===== src/rtl/rf_write_arbiter.sv =====
// Round-robin arbiter that shares the single register-file write port between the ALU (req0)
// and the load unit (req1). The registered write doubles as the forwarding source.
module rf_write_arbiter #(
    parameter int DATA_W = 8,
    parameter int ADDR_W = 3
) (
    input  logic              clk,
    input  logic              rst_n,
    input  logic              stall,
    input  logic              req0_valid,
    input  logic [ADDR_W-1:0] req0_addr,
    input  logic [DATA_W-1:0] req0_data,
    output logic              req0_ready,
    input  logic              req1_valid,
    input  logic [ADDR_W-1:0] req1_addr,
    input  logic [DATA_W-1:0] req1_data,
    output logic              req1_ready,
    output logic              rf_we,
    output logic [ADDR_W-1:0] rf_waddr,
    output logic [DATA_W-1:0] rf_wdata,
    output logic              last_grant,
    output logic              conflict
);

    logic              r_we;
    logic [ADDR_W-1:0] r_waddr;
    logic [DATA_W-1:0] r_wdata;
    logic              r_last_grant;
    logic              r_conflict;

    logic              w_open;
    logic              w_grant0;
    logic              w_grant1;
    logic              w_any_grant;
    logic              w_same_addr;

    // Ties go to the requester that did not win last time.
    assign w_open      = rst_n && !stall;
    assign w_grant0    = w_open && req0_valid && (!req1_valid || r_last_grant);
    assign w_grant1    = w_open && req1_valid && (!req0_valid || !r_last_grant);
    assign w_any_grant = w_grant0 || w_grant1;
    assign w_same_addr = req0_valid && req1_valid && (req0_addr == req1_addr);

    assign req0_ready = w_grant0;
    assign req1_ready = w_grant1;

    always_ff @(posedge clk) begin
        if (!rst_n) begin
            r_we         <= 1'b0;
            r_waddr      <= '0;
            r_wdata      <= '0;
            r_last_grant <= 1'b1;
            r_conflict   <= 1'b0;
        end else begin
            r_we       <= w_any_grant;
            r_conflict <= w_any_grant && w_same_addr;
            if (w_any_grant) begin
                r_waddr      <= w_grant1 ? req1_addr : req0_addr;
                r_wdata      <= w_grant1 ? req1_data : req0_data;
                r_last_grant <= w_grant1;
            end
        end
    end

    assign rf_we      = r_we;
    assign rf_waddr   = r_waddr;
    assign rf_wdata   = r_wdata;
    assign last_grant = r_last_grant;
    assign conflict   = r_conflict;

endmodule


===== config.mk =====
export PLATFORM = sky130hd
export DESIGN_NAME = rf_write_arbiter
export DESIGN_NICKNAME = d
export VERILOG_FILES = /design/src/rtl/rf_write_arbiter.sv
export SDC_FILE = /design/constraint.sdc
export NUM_CORES = 1
export LEC_CHECK = 0
export BUFFER_PORTS_ARGS = -buffer_cell sky130_fd_sc_hd__buf_2
export CAP_MARGIN = 20
export CELL_PAD_IN_SITES_DETAIL_PLACEMENT = 0
export CELL_PAD_IN_SITES_GLOBAL_PLACEMENT = 1
export CORE_AREA = 10 10 65 67
export CTS_CLUSTER_SIZE = 40
export DETAILED_ROUTE_END_ITERATION = 6
export DIE_AREA = 0 0 75 77
export GPL_TIMING_DRIVEN = 0
export PLACE_DENSITY_LB_ADDON = 0.1
export SLEW_MARGIN = 20
export SYNTH_ARGS = -nofsm -noshare
export SYNTH_HDL_FRONTEND = slang
export SYNTH_SLANG_ARGS = --single-unit

===== constraint.sdc =====
create_clock -name clk -period 1 [get_ports clk]
set_input_delay 0.1 -clock clk [delete_from_list [all_inputs] [get_ports clk]]
set_output_delay 0.1 -clock clk [all_outputs]
set_load 0.02 [all_outputs]

==> results of run 1 <==
[routing by layer]
metal | vias to the layer above | wire length, um | global-route usage
li1 | 433 | - | -
met1 | 426 | 1210 | 0.117
met2 | 37 | 1370 | 0.165
met3 | 2 | 350 | 0.0515
met4 | 0 | 12 | 0.0170
met5 | - | 0 | 0
[cell usage in the layout (no fill, tap or decap), drive strengths merged]
master  instances
nor4            1
xor2            2
or2             1
buf            55
nand4          11
o21ai          11
clkbuf          5
nor2            1
inv             2
and2b           1
nand2           3
a311oi         11
nand3b          1
xnor2           1
a21oi          12
dfxtp          14
a211o           1
and2            2
[layout make-up]
cell class,instances,area share
tap,33,0.0350
buffer,9,0.0583
clock buffer,4,0.0307
multi-input combinational,59,0.404
sequential,14,0.240
inverter,2,0.00636
timing repair buffer,47,0.226
[power groups by stage]
stage	registers [W]	logic (W)	clock network, W
2_1_floorplan	0.000660	0.000187	0
3_3_place_gp	0.000618	0.000371	0
3_5_place_dp	0.000619	0.000372	0
4_1_cts	0.000605	0.000395	0.000438
5_1_grt	0.000608	0.000457	0.000464
6_report	0.000604	0.000419	0.000423
[worst max path at each step]
| stage | end | from |
|---|---|---|
| floorplan | last_grant | last_grant |
| global placement | rf_waddr[2] | stall |
| detailed placement | rf_waddr[2] | stall |
| CTS | req1_ready | last_grant |
| global route | req1_ready | last_grant |
| finish | req1_ready | last_grant |
[registers in the layout, indices dropped and copies added, names as in the netlist]
register    count
rf_we           1
rf_wdata        8
rf_waddr        3
conflict        1
last_grant      1
[kinds of logic (layout without fill, tap and decap cells)]
family,after synthesis,count (layout),share of synthesized area
and+or+nand+nor,21,21,0.166
DFF,14,14,0.364
xor gates and xnor gates,3,3,0.0341
buffers and inverters,11,62,0.0779
AOI/OAI and AO/OA,35,35,0.359
[what timing repair did]
| item | 4_1_cts | 5_1_grt |
|---|---|---|
| setup buffers | 4 | 0 |
| hold buffers | 0 | 0 |
| resized for setup | 4 | 14 |
| cloned | 0 | 1 |
| pin swaps | 3 | 16 |
| setup endpoints to repair | 13 | 14 |
[per-stage QoR]
step / cells / power, W / setup WS, ns / utilization
final: 168 / 0.00145 / -0.197 / 0.397
after global routing: 168 / 0.00153 / -0.253 / 0.397
after CTS: 167 / 0.00144 / -0.233 / 0.379
after detailed placement: 159 / 0.000990 / -0.175 / 0.352
after global placement: 159 / 0.000989 / -0.177 / 0.352
after floorplan: 84 / 0.000847 / -0.0361 / -
[worst max-delay path: stages, from the launching register on]
cell,delay (ns)
dfxtp_4,0.35
and2_4,0.14
buf_8,0.12
nor2_4,0.08
buf_6,0.12
==> impl_metrics.ini, run 1 <==
[synth]
syn_nets = 111
ys_seq_elements = 14
syn_area_um2 = 771
yosysTopAreaCellShare = 0.364
synthCells = 84
netlist_top_cells_count = 14 x dfxtp_1, 12 x a21oi_1, 11 x nand4_1
synth_cell_types = 23
synth.avg_cell_area_um2 = 9.18
synth_seq_area_share = 0.364
yosysTopAreaCell = dfxtp_1
synth_most_common_cell = dfxtp_1
yosys-top-cells-area = dfxtp_1 36%, a311oi_2 18%, nand4_1 8.9%, a21oi_1 7.8%, o21ai_1 6.5%
synth-async-reset-ratio = 0
synth_edf_count = 0
yosys_warnings = 0
ys.flop_type = dfxtp_1

[worst_hold_path]
min_to = rf_wdata[0]
worstHoldPathCells = 3
hp-class = input pin to flop
hold_start = req0_data[0]

[timing]
clock_skew_ns = 0.00128
drv_slew = 0
fmax_mhz = 836
worstMarginPinSlew_ns = 0.729
rsz0062_at_grt = true
min_period_ns = 1.20
setup_slack_ns = -0.197
whs_ns = 0.0931
setup_viol = 14
relSlewSlack = 0.514
final.period_utilization = 1.20
fin_setup_tns_ns = -1.72
hold_violations = 0

[placed_design]
hpwl_mm = 2.12
place_congestion = 0.725
port_buffers = 42
place_area_um2 = 1050

[status]
status = finished, violations left
violations = setup timing

[floorplanning]
die_area_um2 = 5780
pin_count = 43
start_util = 0.259
fp.dieW_um = 75
chipHeight_um = 77
core_area_um2 = 2980
rows = 20

[clock_network]
cts_tree = yes
cts-buffers-inserted = 3
clk_pin_slew_ns = 0.09
clkSinkCount = 14
clk_latency_ns = 0.28
root_buffer = clkbuf_4
cts_max_level = 1
clockBufferDepth = 2

[drt]
dr.pass1.iters = 4
ant_nets = 0
drt-initial-drc-count = 49
routedWlPerCell_um = 17.5
viasPerCell = 5.35
routed_wl_mm = 2.95
drc = 0
vias = 898

[pwr]
p_seq_frac = 0.418
combPwrFrac = 0.290
switchingPower_w = 0.000455
p_sw_frac = 0.314
p_leak_nw = 0.500
intPower_w = 0.000992
clock_power_share = 0.293
p_per_area_nw_per_um2 = 1220
vdd_ir_drop_max_v = 0.000567

[setup_path]
worstPathArrival_ns = 1.10
worst_r2r_startpoint = last_grant
cp-start-kind = flop
worstSetupPathType = flop to output pin
crit_path_end_kind = output pin
cp_max_fo = 3
crit_required_ns = 0.90
worstReg2RegEnd = rf_waddr[0]
r2r_slack_ns = -0.17
r2r_cells = 5

[job]
max_cap_viol_count = 0

[grt]
grt_pass1_vias = 953
grt_use_total = 0.102
grt_pass1_wl_mm = 4.64
grt_max_degree = 11
grt-ovfl-total = 0
antenna_found_initial = 0

[layout]
final_layout_size_suffix_gt1_frac = 0.615
final_cell_area_um2 = 1180
regArea_um2 = 284
antenna_cells = 0
nets = 163
fill_cells = 324
area_growth_pct = 53.2
multiInputGateArea_um2 = 477
Note: power is estimated with default switching activity, not from simulation.
==> inputs of run 2 (changes only) <==
- SETUP_SLACK_MARGIN: not set -> 0.4
==> run 2 against run 1 <==
The flow still finishes with violations (setup timing). Sequential share of layout area fell by 2.8 points. Critical path type unchanged. Global-route usage rose by 0.79 points. Highest routed layer unchanged. First-iteration DRC count rose by 43%. Cell count rose by 6.5%. Largest cell class is now buffers. Critical endpoint unchanged. Routed wire length rose by 4.7%.
==> impl_metrics.ini, run 2 (synthesized netlist as in run 1, its figures left out) <==
[status]
status = finished, violations left
violations = setup timing

[placed_design]
hpwl_mm = 2.11
dp.cells = 159
pre_cts_ws_ns = -0.184
port_buffers = 42
place_congestion = 0.748

[timing]
hold_violations = 0
worstMarginPinSlew_ns = 0.739
whs_ns = 0.0708
min_period_ns = 1.21
relSlewSlack = 0.507
fmax_mhz = 824
final.period_utilization = 1.21
clock_skew_ns = 0.0125
rsz0062_at_grt = true
drv_slew = 0
setup_slack_ns = -0.214
setup_viol = 14

[grt]
grt-ovfl-total = 0
antenna_found_initial = 0
use_met2 = 0.185
grt_pass1_vias = 1024
use_met1 = 0.126
grtUsageMet3 = 0.0425
grt_max_degree = 11
grt_use_total = 0.110
grt_pass1_wl_mm = 5.06
top_usage_layer = met2

[setup_path]
r2r_slack_ns = -0.19
cp_max_fo = 3
cp_slowest_cell = dfxtp_4
path_buf_inv = 2
cpPeakStageDelay_ns = 0.35
crit_path_end_kind = output pin
crit_required_ns = 0.90
worst_r2r_startpoint = last_grant
cpLargestDelayFamily = flip-flops
cp-start-kind = flop
worstPathArrival_ns = 1.11
worstReg2RegEnd = rf_wdata[5]
path_cells = and2_4 -> buf_8 -> nor2_4 -> buf_6
path_depth = 4
worstSetupPathType = flop to output pin
r2r_cells = 5

[clock_network]
hold_buffers = 0
cts_max_level = 1
clk_latency_ns = 0.29
root_buffer = clkbuf_4
cts_tree = yes
clockBufferDepth = 2
cts-buffers-inserted = 3
clk_pin_slew_ns = 0.10
clkSinkCount = 14

[layout]
layout.cells.non_filler = 179
final_layout_size_suffix_gt1_frac = 0.719
regArea_um2 = 300
largest_reg_flops = 8
multiInputGateArea_um2 = 477
fill_cells = 305
final_cell_mix = 27 x buf_2, 20 x buf_6, 14 x buf_4
area_growth_pct = 83.4
final_common_cell = buf_2
antenna_cells = 0
nets = 174

[drt]
vias = 919
routedWlPerCell_um = 17.3
drt-initial-drc-count = 70
ant_nets = 0
viasPerCell = 5.13
drc = 0
dr.pass1.iters = 3
routed_wl_mm = 3.09

[pwr]
vdd_ir_drop_max_v = 0.000750
combPwrFrac = 0.348
switchingPower_w = 0.000479
p_sw_frac = 0.319
p_seq_frac = 0.411
clock_power_share = 0.241
intPower_w = 0.00102
p_per_area_nw_per_um2 = 1060
p_leak_nw = 0.583

[floorplanning]
chipHeight_um = 77
core_area_um2 = 2980
pin_count = 43
fp.dieW_um = 75
start_util = 0.259
rows = 20
die_area_um2 = 5780

[worst_hold_path]
hp-class = input pin to flop
hold_start = req0_data[7]
worstHoldPathCells = 3
min_to = rf_wdata[7]

[job]
max_cap_viol_count = 0
run 2: power by group through the flow:
stage | sequential [W] | combinational (W) | clock (W)
floorplan | 0.000660 | 0.000193 | 0
global placement | 0.000618 | 0.000377 | 0
detailed placement | 0.000619 | 0.000379 | 0
CTS | 0.000617 | 0.000499 | 0.000379
global route | 0.000622 | 0.000567 | 0.000400
finish | 0.000617 | 0.000523 | 0.000362
run 2: metrics by stage:
stage / total power [W] / utilization / area, um2 / setup TNS, ns
global route: 0.00159 / 0.475 / 1410 / -2.87
floorplan: 0.000853 / - / 813 / -0.296
global placement: 0.000995 / 0.358 / 1060 / -1.65
finish: 0.00150 / 0.475 / 1410 / -2.09
CTS: 0.00150 / 0.458 / 1370 / -2.48
detailed placement: 0.000998 / 0.358 / 1060 / -1.67
run 2: tightest hold or removal path, stage by stage:
cell and delay [ns]:
buf_2 0.09, o21ai_0 0.06, a311oi_1 0.08
run 2: area by class of cell:
cell class | instances | area share
well taps | 33 | 0.0292
inverters | 2 | 0.00531
plain buffers | 9 | 0.0566
repair buffers | 58 | 0.341
clock buffers | 4 | 0.0186
multi-input cells | 59 | 0.337
flip-flops and latches | 14 | 0.212
run 2: worst max path at each step:
stage                     startpoint           to  slack (ns)
final                     last_grant   req1_ready       -0.21
after global routing      last_grant   req1_ready       -0.26
after floorplan           last_grant   last_grant       -0.04
after global placement         stall  rf_waddr[0]       -0.16
after CTS                 last_grant   req1_ready       -0.25
after detailed placement       stall  rf_wdata[2]       -0.18
run 2: layer usage:
metal  routed length [um]  vias to the layer above
met5                    0                        -
met4                   13                        0
met3                  228                        2
met2                 1560                       29
met1                 1290                      433
li1                     -                      455
run 2: repair_timing:
action	in CTS	in global routing
cloned	1	1
setup endpoints to repair	29	30
gates resized for setup	56	10
pin swaps	4	9
setup buffers	13	1
